[src/rtl/debounce_pkg.sv]
`default_nettype none
// ----------------------------------------------------------------------------
// debounce_pkg : shared constants and edge qualification for debounce_bank
// Rev 1.0
// ----------------------------------------------------------------------------
package debounce_pkg;

  localparam int EDGE_RISE     = 0;
  localparam int EDGE_FALL     = 1;
  localparam int EDGE_BOTH     = 2;
  localparam int DEFAULT_CNT_W = 4;

  // Decides whether a change of the filtered level to new_level earns a pulse.
  // Any mode value other than rise/fall is treated as "both".
  function automatic logic edge_qualify(input int mode, input logic new_level);
    logic ok;
    case (mode)
      EDGE_RISE: ok = new_level;
      EDGE_FALL: ok = ~new_level;
      default:   ok = 1'b1;
    endcase
    return ok;
  endfunction

endpackage
`default_nettype wire

[src/rtl/debounce_channel.sv]
`default_nettype none
// ----------------------------------------------------------------------------
// debounce_channel : one synchronised, tick-filtered input with edge and flag
// Rev 1.0
// ----------------------------------------------------------------------------
module debounce_channel
  import debounce_pkg::*;
#(
  parameter int CNT_W     = DEFAULT_CNT_W,
  parameter int EDGE_MODE = EDGE_BOTH
) (
  input  logic             clk,
  input  logic             rst,
  input  logic             in_raw,
  input  logic             ce,
  input  logic [CNT_W-1:0] threshold,
  input  logic             evt_clr,
  output logic             out_level,
  output logic             out_edge,
  output logic             evt_flag,
  output logic [CNT_W-1:0] count
);

  logic             sync1_q, sync1_d;
  logic             sync2_q, sync2_d;
  logic [CNT_W-1:0] cnt_q, cnt_d;
  logic             level_q, level_d;
  logic             edge_q, edge_d;
  logic             flag_q, flag_d;

  always_comb begin
    sync1_d = in_raw;
    sync2_d = sync1_q;
    cnt_d   = cnt_q;
    level_d = level_q;

    // Agreement always wins and discards any partial count, ticking or not.
    if (sync2_q == level_q) begin
      cnt_d = '0;
    end else if (ce) begin
      if (cnt_q == threshold) begin
        level_d = sync2_q;
        cnt_d   = '0;
      end else begin
        cnt_d = cnt_q + CNT_W'(1);
      end
    end

    edge_d = (level_d != level_q) && edge_qualify(EDGE_MODE, level_d);
    // A fresh event outranks a concurrent clear so no event is ever lost.
    flag_d = edge_d ? 1'b1 : (evt_clr ? 1'b0 : flag_q);
  end

  always_ff @(posedge clk) begin
    if (rst) begin
      sync1_q <= 1'b0;
      sync2_q <= 1'b0;
      cnt_q   <= '0;
      level_q <= 1'b0;
      edge_q  <= 1'b0;
      flag_q  <= 1'b0;
    end else begin
      sync1_q <= sync1_d;
      sync2_q <= sync2_d;
      cnt_q   <= cnt_d;
      level_q <= level_d;
      edge_q  <= edge_d;
      flag_q  <= flag_d;
    end
  end

  assign out_level = level_q;
  assign out_edge  = edge_q;
  assign evt_flag  = flag_q;
  assign count     = cnt_q;

endmodule
`default_nettype wire

[src/rtl/debounce_bank.sv]
`default_nettype none
// ----------------------------------------------------------------------------
// debounce_bank : NCH independent debounce channels sharing one tick/threshold
// Rev 1.0
// ----------------------------------------------------------------------------
module debounce_bank
  import debounce_pkg::*;
#(
  parameter int NCH       = 4,
  parameter int CNT_W     = DEFAULT_CNT_W,
  parameter int EDGE_MODE = EDGE_BOTH
) (
  input  logic                 clk,
  input  logic                 rst,
  input  logic [NCH-1:0]       in_signal,
  input  logic                 ce,
  input  logic [CNT_W-1:0]     threshold,
  input  logic [NCH-1:0]       evt_clr,
  output logic [NCH-1:0]       out_signal,
  output logic [NCH-1:0]       out_edge,
  output logic [NCH-1:0]       evt_flag,
  output logic                 any_evt,
  output logic [NCH*CNT_W-1:0] q_count
);

  for (genvar i = 0; i < NCH; i++) begin : g_ch
    debounce_channel #(
      .CNT_W     (CNT_W),
      .EDGE_MODE (EDGE_MODE)
    ) u_ch (
      .clk       (clk),
      .rst       (rst),
      .in_raw    (in_signal[i]),
      .ce        (ce),
      .threshold (threshold),
      .evt_clr   (evt_clr[i]),
      .out_level (out_signal[i]),
      .out_edge  (out_edge[i]),
      .evt_flag  (evt_flag[i]),
      .count     (q_count[i*CNT_W +: CNT_W])
    );
  end

  assign any_evt = |evt_flag;

endmodule
`default_nettype wire

[config.mk]
export PLATFORM = sky130hd
export DESIGN_NAME = debounce_bank
export DESIGN_NICKNAME = d
export VERILOG_FILES = /design/src/rtl/debounce_pkg.sv /design/src/rtl/debounce_channel.sv /design/src/rtl/debounce_bank.sv
export SDC_FILE = /design/constraint.sdc
export NUM_CORES = 1
export LEC_CHECK = 0
export CAP_MARGIN = 20
export CELL_PAD_IN_SITES_DETAIL_PLACEMENT = 1
export CELL_PAD_IN_SITES_GLOBAL_PLACEMENT = 1
export CORE_MARGIN = 1.5
export CORE_UTILIZATION = 50
export DETAILED_ROUTE_END_ITERATION = 7
export DONT_BUFFER_PORTS = 1
export GPL_TIMING_DRIVEN = 0
export PLACE_DENSITY = 0.81
export SYNTH_ARGS = -nofsm -noshare
export SYNTH_HDL_FRONTEND = slang
export SYNTH_SLANG_ARGS = --single-unit
[constraint.sdc]
create_clock -name clk -period 2.45 [get_ports clk]
set_clock_uncertainty 0.1 [all_clocks]
set_input_delay 0.245 -clock clk [delete_from_list [all_inputs] [get_ports clk]]
set_output_delay 0.245 -clock clk [all_outputs]
set_load 0.02 [all_outputs]
==> flow_summary.json, run 1 <==
{
  "fin_crit_ps": 1680,
  "io_pins": 44,
  "p_leak_nw": 0.741,
  "ant_nets": 0,
  "drt_iter0_drc": 19,
  "slew_headroom": 0.683,
  "cpMaxStageDelayCell": "or4_1",
  "clk_pin_slew_ps": 110,
  "antennaDiodeCount": 0,
  "avgSynthCellArea_um2": 9.97,
  "rows": 21,
  "multi_input_area_um2": 861,
  "grt_max_degree": 12,
  "syn_nets": 190,
  "path_buf_inv": 0,
  "fillers": 392,
  "tightest_slew_ps": 470,
  "grt_pass1_wl_um": 5460,
  "rsz0062_at_grt": "false",
  "grt_overflow": 0,
  "ys_seq_area_frac": 0.423,
  "seqCellArea_um2": 721,
  "postCtsResizedCells": 0,
  "fp.coreArea_um2": 3310,
  "fin_tns_setup_ps": 0,
  "yosysWarnings": 0,
  "clk_path_buf_depth": 2,
  "outcome": "finished clean",
  "syn_to_final_growth_pct": 11.4,
  "initial_core_util": 0.515,
  "ys_types": 32,
  "nNetsFinal": 203,
  "fp.dieH_um": 61.4,
  "vias": 1183,
  "routed_wl_um": 3620,
  "cp_cell_sequence": "or4_1",
  "clk_latency_ps": 340,
  "worst-path-max-fanout": 3,
  "power_density_nw_per_um2": 574,
  "drive_above_1_share": 0.178,
  "cts.sinks": 36,
  "crit_family": "simple AND/OR/NAND/NOR gates",
  "cts_buffers": 5,
  "path_class": "reg2out",
  "grt_pass1_vias": 1225,
  "root_buffer": "clkbuf_4",
  "htreeDepth": 2,
  "critPathMaxStageDelay_ps": 650,
  "netlist_area_um2": 1700,
  "power.total_mw": 1.09,
  "die-area_um2": 3770,
  "drc": 0,
  "die_x_um": 61.4,
  "fin_crit_sh": 0.684,
  "fmax_ghz": 0.597,
  "drv_cap": 0,
  "cp_data_arrival_time_ps": 1330,
  "cts_tree": "built",
  "finalHoldViolCount": 0,
  "wire_per_inst_um": 15.7,
  "antenna_found_initial": 0,
  "port_buffers": 0,
  "drv_slew": 0,
  "vdd_ir_drop_max_uv": 425,
  "first_pass_iters": 2,
  "hpwl_um": 2680,
  "startpoint_type": "flop",
  "cp_data_required_time_ps": 2110,
  "hold_class": "in2reg",
  "routabilityCongestion": 0.687,
  "viasPerCell": 5.12,
  "syn_inst": 171,
  "final-setup-viol-count": 0,
  "worstSetupEndpointType": "output pin",
  "grt_use_total": 0.201,
  "ys_ff_latch": 36
}
[registers in the layout (all words and copies together), names as in the netlist]
name and flops:
g_ch.u_ch.count 16, g_ch.u_ch.out_level 4, g_ch.u_ch.evt_flag 4, g_ch.u_ch.sync1_q 4, g_ch.u_ch.out_edge 4, g_ch.u_ch.sync2_q 4
[stage by stage]
stage	setup slack (ps)	utilization	instance area, um^2	hold slack [ps]	std cells
5_1_grt	714	0.573	1900	29.1	231
3_5_place_dp	846	0.532	1760	281	217
4_1_cts	741	0.573	1900	10.8	231
6_report	774	0.573	1900	37.0	231
2_1_floorplan	993	-	1700	273	171
3_3_place_gp	890	0.532	1760	275	217
[cell usage in the layout, fill, tap and decap left out, types with 2 or more instances in the layout]
| cell type | instances |
|---|---|
| nand3b_1 | 2 |
| dlygate4sd3_1 | 6 |
| mux2i_1 | 6 |
| xnor2_1 | 12 |
| nor2_1 | 20 |
| nand2b_1 | 8 |
| o41ai_2 | 3 |
| dfxtp_1 | 36 |
| buf_4 | 12 |
| xor2_1 | 17 |
| a22o_1 | 3 |
| a21oi_1 | 2 |
| ha_1 | 4 |
| clkbuf_1 | 3 |
| buf_2 | 2 |
| nor2b_1 | 9 |
| nor4_2 | 3 |
| clkbuf_4 | 5 |
| nand2_1 | 10 |
| nand4_1 | 4 |
| and2_1 | 3 |
[cells by family (layout without fill, tap and decap cells)]
kind of cell               after synthesis  after routing  share of synthesized area
AOI/OAI and AO/OA                       12             12                     0.0646
xor gates and xnor gates                30             30                      0.159
adders and majority gates                4              4                     0.0294
buffers and inverters                   18             32                     0.0720
DFF                                     36             36                      0.423
muxes                                    6              6                     0.0352
and+or+nand+nor                         65             65                      0.217
[per-layer routing]
metal | vias to the layer above | global-route usage | part of all wire | wire (um)
met5 | - | 0 | 0 | 0
met4 | 0 | 0.0821 | 0.012 | 44
met2 | 35 | 0.365 | 0.53 | 1910
met1 | 560 | 0.219 | 0.40 | 1450
li1 | 581 | - | - | -
met3 | 7 | 0.0567 | 0.059 | 212
[final timing paths]
kind | slack [ps] | to | cells past startpoint | from
max | 770 | any_evt | 1 | g_ch[2].u_ch.evt_flag$_SDFFE_PP0P_
min reg2reg | 360 | g_ch[0].u_ch.sync2_q$_SDFF_PP0_ | 1 | g_ch[0].u_ch.sync1_q$_SDFF_PP0_
max reg2reg | 820 | g_ch[2].u_ch.count[3]$_SDFFE_PP0P_ | 4 | g_ch[2].u_ch.count[2]$_SDFFE_PP0P_
min | 40 | g_ch[2].u_ch.count[1]$_SDFFE_PP0P_ | 3 | ce
[final cells by class]
cell class,instances,area share
Tap cell,46,0.0303
Timing Repair Buffer,6,0.0316
Inverter,1,0.00198
Sequential cell,36,0.380
Clock inverter,2,0.0185
Clock buffer,6,0.0218
Buffer,17,0.0626
Multi-Input combinational cell,117,0.454
[power by group]
group	switching, mW	leakage, nW	total [mW]	internal, mW
registers	0.00704	0.292	0.600	0.593
logic	0.0414	0.407	0.0767	0.0353
clock network	0.198	0.0422	0.412	0.214
[worst reg2reg max path, delay by kind of cell, from the launching register on]
family / cells / cell delay (ps)
and+or+nand+nor: 3 / 660
xor gates and xnor gates: 1 / 200
DFF: 1 / 560
[what timing repair did]
| action | in CTS | in global routing |
|---|---|---|
| endpoints found under the setup margin | 0 | 0 |
| hold endpoints to repair | 7 | 0 |
| buffers inserted | 0 | 0 |
| hold buffers | 6 | 0 |
[synth_stat cells (all sizes together)]
cell type	number	area share
a21oi	2	0.0059
a22o	3	0.015
a31oi	1	0.0037
and2	3	0.011
buf	15	0.065
clkbuf	2	0.0044
dfxtp	36	0.42
ha	4	0.029
inv	1	0.0022
mux2i	6	0.035
nand2	10	0.022
nand2b	8	0.029
nand3	1	0.0029
nand3b	2	0.0088
nand4	5	0.022
nand4b	1	0.0051
nor2	20	0.044
nor2b	9	0.033
nor3b	1	0.0073
nor4	3	0.022
o21ai	3	0.011
o41ai	3	0.029
or2	1	0.0051
or4	1	0.0044
xnor2	13	0.071
xor2	17	0.087
Power figures use the tool's default switching activity.
==> inputs of run 2 (changes only) <==
Settings changed: CORE_UTILIZATION 50 to 47, PLACE_DENSITY 0.81 to 0.77.
Clock period 2.45 ns to 1.6 ns, I/O delays scaled along.
==> run 2 against run 1 <==
Net effect:
- cell area rose by 4.2%
- sequential power increased by 53%
- cell count grew 1.7%
- clock power rose by 55%
- largest cell class unchanged
==> flow_summary.json, run 2 (synthesized netlist as in run 1, its figures left out) <==
{
  "vias": 1231,
  "root_buffer": "clkbuf_4",
  "port_buffers": 0,
  "final-setup-viol-count": 0,
  "grt_overflow": 0,
  "fmax_ghz": 0.639,
  "routed_wl_um": 3920,
  "ant_nets": 0,
  "syn_to_final_growth_pct": 16.1,
  "fp.coreArea_um2": 3420,
  "hold_class": "in2reg",
  "die_x_um": 63.2,
  "clk_path_buf_depth": 2,
  "viasPerCell": 5.24,
  "vdd_ir_drop_max_uv": 541,
  "drt_iter0_drc": 35,
  "final_cell_mix": "23 x dfxtp_1, 20 x nor2_1, 17 x xor2_1, 13 x dfxtp_2",
  "power.total_mw": 1.69,
  "drv_slew": 0,
  "clk_pin_slew_ps": 110,
  "cp_data_required_time_ps": 1790,
  "outcome": "finished clean",
  "drc": 0,
  "cts_buffers": 5,
  "worstHoldStart": "rst",
  "cts_tree": "built",
  "rr_startpoint": "g_ch[0].u_ch.count[1]$_SDFFE_PP0P_",
  "first_pass_iters": 4,
  "drive_above_1_share": 0.249,
  "postCtsSetupBuffers": 0,
  "io_pins": 44,
  "fillers": 380,
  "routabilityCongestion": 0.737,
  "grt_pass1_vias": 1379,
  "p_leak_nw": 0.767,
  "grt_use_met2": 0.388,
  "antennaDiodeCount": 0,
  "power_density_nw_per_um2": 854,
  "use_met3": 0.0804,
  "top_usage_layer": "met2",
  "final_common_cell": "dfxtp_1",
  "grt_pass1_wl_um": 6460,
  "crit_start": "g_ch[0].u_ch.count[1]$_SDFFE_PP0P_",
  "worstSetupEndpointType": "flop",
  "worst-path-max-fanout": 5,
  "rsz0062_at_grt": "true",
  "grt_max_degree": 12,
  "drv_cap": 0,
  "grt_use_total": 0.212,
  "final.setup.worst_slack_ps": 34.8,
  "wire_per_inst_um": 16.7,
  "htreeDepth": 2,
  "path_class": "reg2reg",
  "initial_core_util": 0.499,
  "antenna_found_initial": 0,
  "slew_headroom": 0.678,
  "cp_data_arrival_time_ps": 1750,
  "fp.dieH_um": 63.2,
  "gr-usage-met1": 0.219,
  "rows": 21,
  "cts.sinks": 36,
  "nNetsFinal": 207,
  "clk_latency_ps": 350,
  "tightest_slew_ps": 477,
  "startpoint_type": "flop",
  "largest_register_ffs": 16,
  "die-area_um2": 4000,
  "fin_crit_sh": 0.978,
  "hpwl_um": 2740,
  "utilization": 0.579,
  "finalHoldViolCount": 0,
  "dpl_worst_slack_ps": -31.9,
  "fin_crit_ps": 1570
}
==> run 2: cell count changes in the layout (fill, tap and decap cells not counted) <==
cell / delta
dfxtp_1: -13
dfxtp_2: +13
dlygate4sd3_1: +4
nor4_2: -1
nor4_4: +1
o41ai_2: -1
o41ai_4: +1
or4_1: -1
or4_4: +1
==> run 2: layout make-up <==
class / count / area (um^2) / share of cell area
clock inverter: 2 / 35.0 / 0.0177
clock buffer: 6 / 41.3 / 0.0209
tap: 46 / 57.6 / 0.0291
timing repair buffer: 10 / 100 / 0.0506
multi-input combinational: 117 / 885 / 0.447
sequential: 36 / 737 / 0.373
buffer: 17 / 119 / 0.0601
inverter: 1 / 3.75 / 0.00190
==> run 2: worst paths after layout <==
path                                             end  slack, ps  depth (start not counted)
setup reg to reg   g_ch[0].u_ch.out_level$_SDFF_PP0_         30                          3
hold reg to reg      g_ch[0].u_ch.sync2_q$_SDFF_PP0_        350                          1
setup / recovery   g_ch[0].u_ch.out_level$_SDFF_PP0_         30                          3
hold / removal    g_ch[2].u_ch.count[3]$_SDFFE_PP0P_         60                          2
==> run 2: what timing repair did <==
| item | in CTS | in global routing |
|---|---|---|
| gates resized for setup | 10 | 6 |
| hold endpoints to repair | 13 | 0 |
| pin swaps | 1 | 0 |
| hold buffers | 10 | 0 |
| endpoints found under the setup margin | 6 | 14 |
==> run 2: through the flow <==
stage | cells | hold slack [ps] | instance area, um^2 | TNS, ps
final | 235 | 56.9 | 1980 | 0
after detailed placement | 217 | 196 | 1760 | -31.9
after global routing | 235 | 77.1 | 1980 | -150
after CTS | 235 | 48.7 | 1960 | 0
after global placement | 217 | 190 | 1760 | 0
after floorplan | 171 | 188 | 1700 | 0
==> run 2: report_power, final <==
group	leakage (nW)	switching (mW)	internal, mW
Sequential	0.298	0.0103	0.908
Clock	0.0422	0.312	0.328
Combinational	0.426	0.0703	0.0618
==> run 2: layer usage <==
layer	wire (um)	up-vias
met5	0	-
met4	56	0
met3	251	6
met2	2090	36
met1	1530	598
li1	-	591
==> run 2: worst max-delay path, cell delays in order (launching register included) <==
cell	delay [ps]
dfxtp_1	550
xor2_1	220
nor4_4	430
mux2i_1	210
==> inputs of run 3 (changes only) <==
Settings changed: CORE_UTILIZATION 47 to 49, CTS_BUF_LIST from default to sky130_fd_sc_hd__clkbuf_8, PLACE_DENSITY 0.77 to 0.79.
==> run 3 against run 2 <==
Net effect:
- worst setup slack lost 14 ps
- sequential power is essentially flat
- largest power group unchanged
- cell area grew 1.1%
- count of clock-buffer cells in the layout shrank 1
- critical path type unchanged
- die area shrank 3.9%
- sequential cell count is the same
- largest cell class unchanged
- sequential share of layout area shrank 0.71 points
- maximum frequency shrank 0.88%
- first-iteration DRC count shrank 8.6%
==> flow_summary.json, run 3 (synthesized netlist as in run 1, its figures left out) <==
{
  "final_cell_mix": "28 x dfxtp_1, 20 x nor2_1, 17 x xor2_1, 12 x xnor2_1, 12 x buf_4",
  "clk_path_buf_depth": 2,
  "slew_headroom": 0.676,
  "fin_tns_setup_ps": 0,
  "fmax_ghz": 0.633,
  "drive_above_1_share": 0.219,
  "r2r_end": "g_ch[3].u_ch.out_level$_SDFF_PP0_",
  "rsz0062_at_grt": "true",
  "endpoint": "g_ch[3].u_ch.out_level$_SDFF_PP0_",
  "vias": 1225,
  "routabilityCongestion": 0.687,
  "fin_area_um2": 2000,
  "cts.sinks": 36,
  "fin_crit_sh": 0.987,
  "drt_iter0_drc": 32,
  "path_class": "reg2reg",
  "cts_buffers": 5,
  "startpoint_type": "flop",
  "p_int_mw": 1.42,
  "final.setup.worst_slack_ps": 20.9,
  "clk_latency_ps": 290,
  "antenna_found_initial": 0,
  "antennaDiodeCount": 0,
  "drc": 0,
  "wire_per_inst_um": 16.1,
  "root_buffer": "clkbuf_8",
  "crit_start": "g_ch[3].u_ch.count[1]$_SDFFE_PP0P_",
  "drv_slew": 0,
  "initial_core_util": 0.511,
  "p_leak_nw": 0.778,
  "fp.coreArea_um2": 3340,
  "grt_pass1_vias": 1231,
  "dpl_worst_slack_ps": 9.10,
  "fillers": 382,
  "grt_pass1_wl_um": 5890,
  "grt_overflow": 0,
  "routed_wl_um": 3750,
  "tightest_slew_ps": 485,
  "viasPerCell": 5.26,
  "first_pass_iters": 3,
  "grt_use_total": 0.220,
  "outcome": "finished clean",
  "place_area_um2": 1760,
  "seqCellArea_um2": 731,
  "rr_startpoint": "g_ch[3].u_ch.count[1]$_SDFFE_PP0P_",
  "worst-path-max-fanout": 5,
  "cts_tree": "built",
  "postCtsSetupBuffers": 0,
  "seq_power_share": 0.500,
  "power.total_mw": 1.84,
  "fp.dieH_um": 62.0,
  "die_x_um": 62.0,
  "power_density_nw_per_um2": 918,
  "ff2ff_path_depth": 3,
  "clk_pin_slew_ps": 70,
  "utilization": 0.599,
  "finalHoldViolCount": 0,
  "syn_to_final_growth_pct": 17.3,
  "vdd_ir_drop_max_uv": 732,
  "p_sw_mw": 0.413,
  "ant_nets": 0,
  "hpwl_um": 2650,
  "largest_register_ffs": 16,
  "port_buffers": 0,
  "comb_power_share": 0.073,
  "drv_cap": 0,
  "cp_data_required_time_ps": 1720,
  "regToRegSetupSlack_ps": 20,
  "swShare": 0.225,
  "nNetsFinal": 205,
  "worstHoldStart": "evt_clr[1]",
  "worstSetupEndpointType": "flop",
  "final-setup-viol-count": 0,
  "htreeDepth": 2,
  "fin_crit_ps": 1580,
  "cp_data_arrival_time_ps": 1700,
  "rows": 21,
  "clkPwrFrac": 0.427,
  "final_common_cell": "dfxtp_1",
  "die-area_um2": 3840,
  "grt_max_degree": 12,
  "io_pins": 44,
  "multi_input_area_um2": 901,
  "hold_class": "in2reg"
}
==> run 3: cell types whose count changed in the layout (fill, tap and decap cells not counted), sizes merged <==
cell	before	now
clkbuf	8	7
dlygate4sd3	10	8
inv	1	2
==> run 3: critical path: stages, from the launching register on <==
cell and delay, ps:
dfxtp_1 530, xor2_1 170, nor4_2 460, mux2i_1 250
==> run 3: timing repair <==
| item | in CTS | in global routing |
|---|---|---|
| setup endpoints to repair | 1 | 21 |
| cloned | 0 | 0 |
| resized for setup | 1 | 11 |
| hold buffers | 8 | 0 |
| hold endpoints to repair | 9 | 0 |
==> run 3: how the worst min path moves through the flow <==
stage | cells after the start | slack [ps] | to
detailed placement | 1 | 200 | g_ch[0].u_ch.sync1_q$_SDFF_PP0_
floorplan | 1 | 190 | g_ch[0].u_ch.sync1_q$_SDFF_PP0_
global route | 2 | 6 | g_ch[1].u_ch.evt_flag$_SDFFE_PP0P_
finish | 2 | 7 | g_ch[1].u_ch.evt_flag$_SDFFE_PP0P_
global placement | 1 | 190 | g_ch[1].u_ch.sync1_q$_SDFF_PP0_
CTS | 2 | 7 | g_ch[1].u_ch.evt_flag$_SDFFE_PP0P_
==> run 3: power groups by stage <==
stage	clock, mW	sequential (mW)	combinational (mW)
after floorplan	0	0.937	0.0873
after global placement	0	0.938	0.0993
after detailed placement	0	0.939	0.104
after CTS	0.798	0.918	0.124
after global routing	0.853	0.919	0.145
final	0.784	0.918	0.133
==> run 3: area by class of cell <==
cell class,instances,share of cell area
tap,46,0.0288
multi-input combinational,117,0.451
sequential,36,0.365
timing repair buffer,8,0.0401
clock buffer,5,0.0344
buffer,17,0.0594
clock inverter,3,0.0194
inverter,1,0.00188
==> run 3: routing by layer <==
layer	vias up	global-route usage	share of wire
met5	-	0	0
met4	0	0.103	0.022
met3	6	0.0911	0.066
met2	41	0.363	0.51
met1	592	0.246	0.40
li1	586	-	-
==> run 3: stage by stage <==
step,hold slack (ps),cells
after CTS,7.12,233
after global placement,189,217
after global routing,6.35,233
final,6.86,233
after detailed placement,197,217
after floorplan,188,171
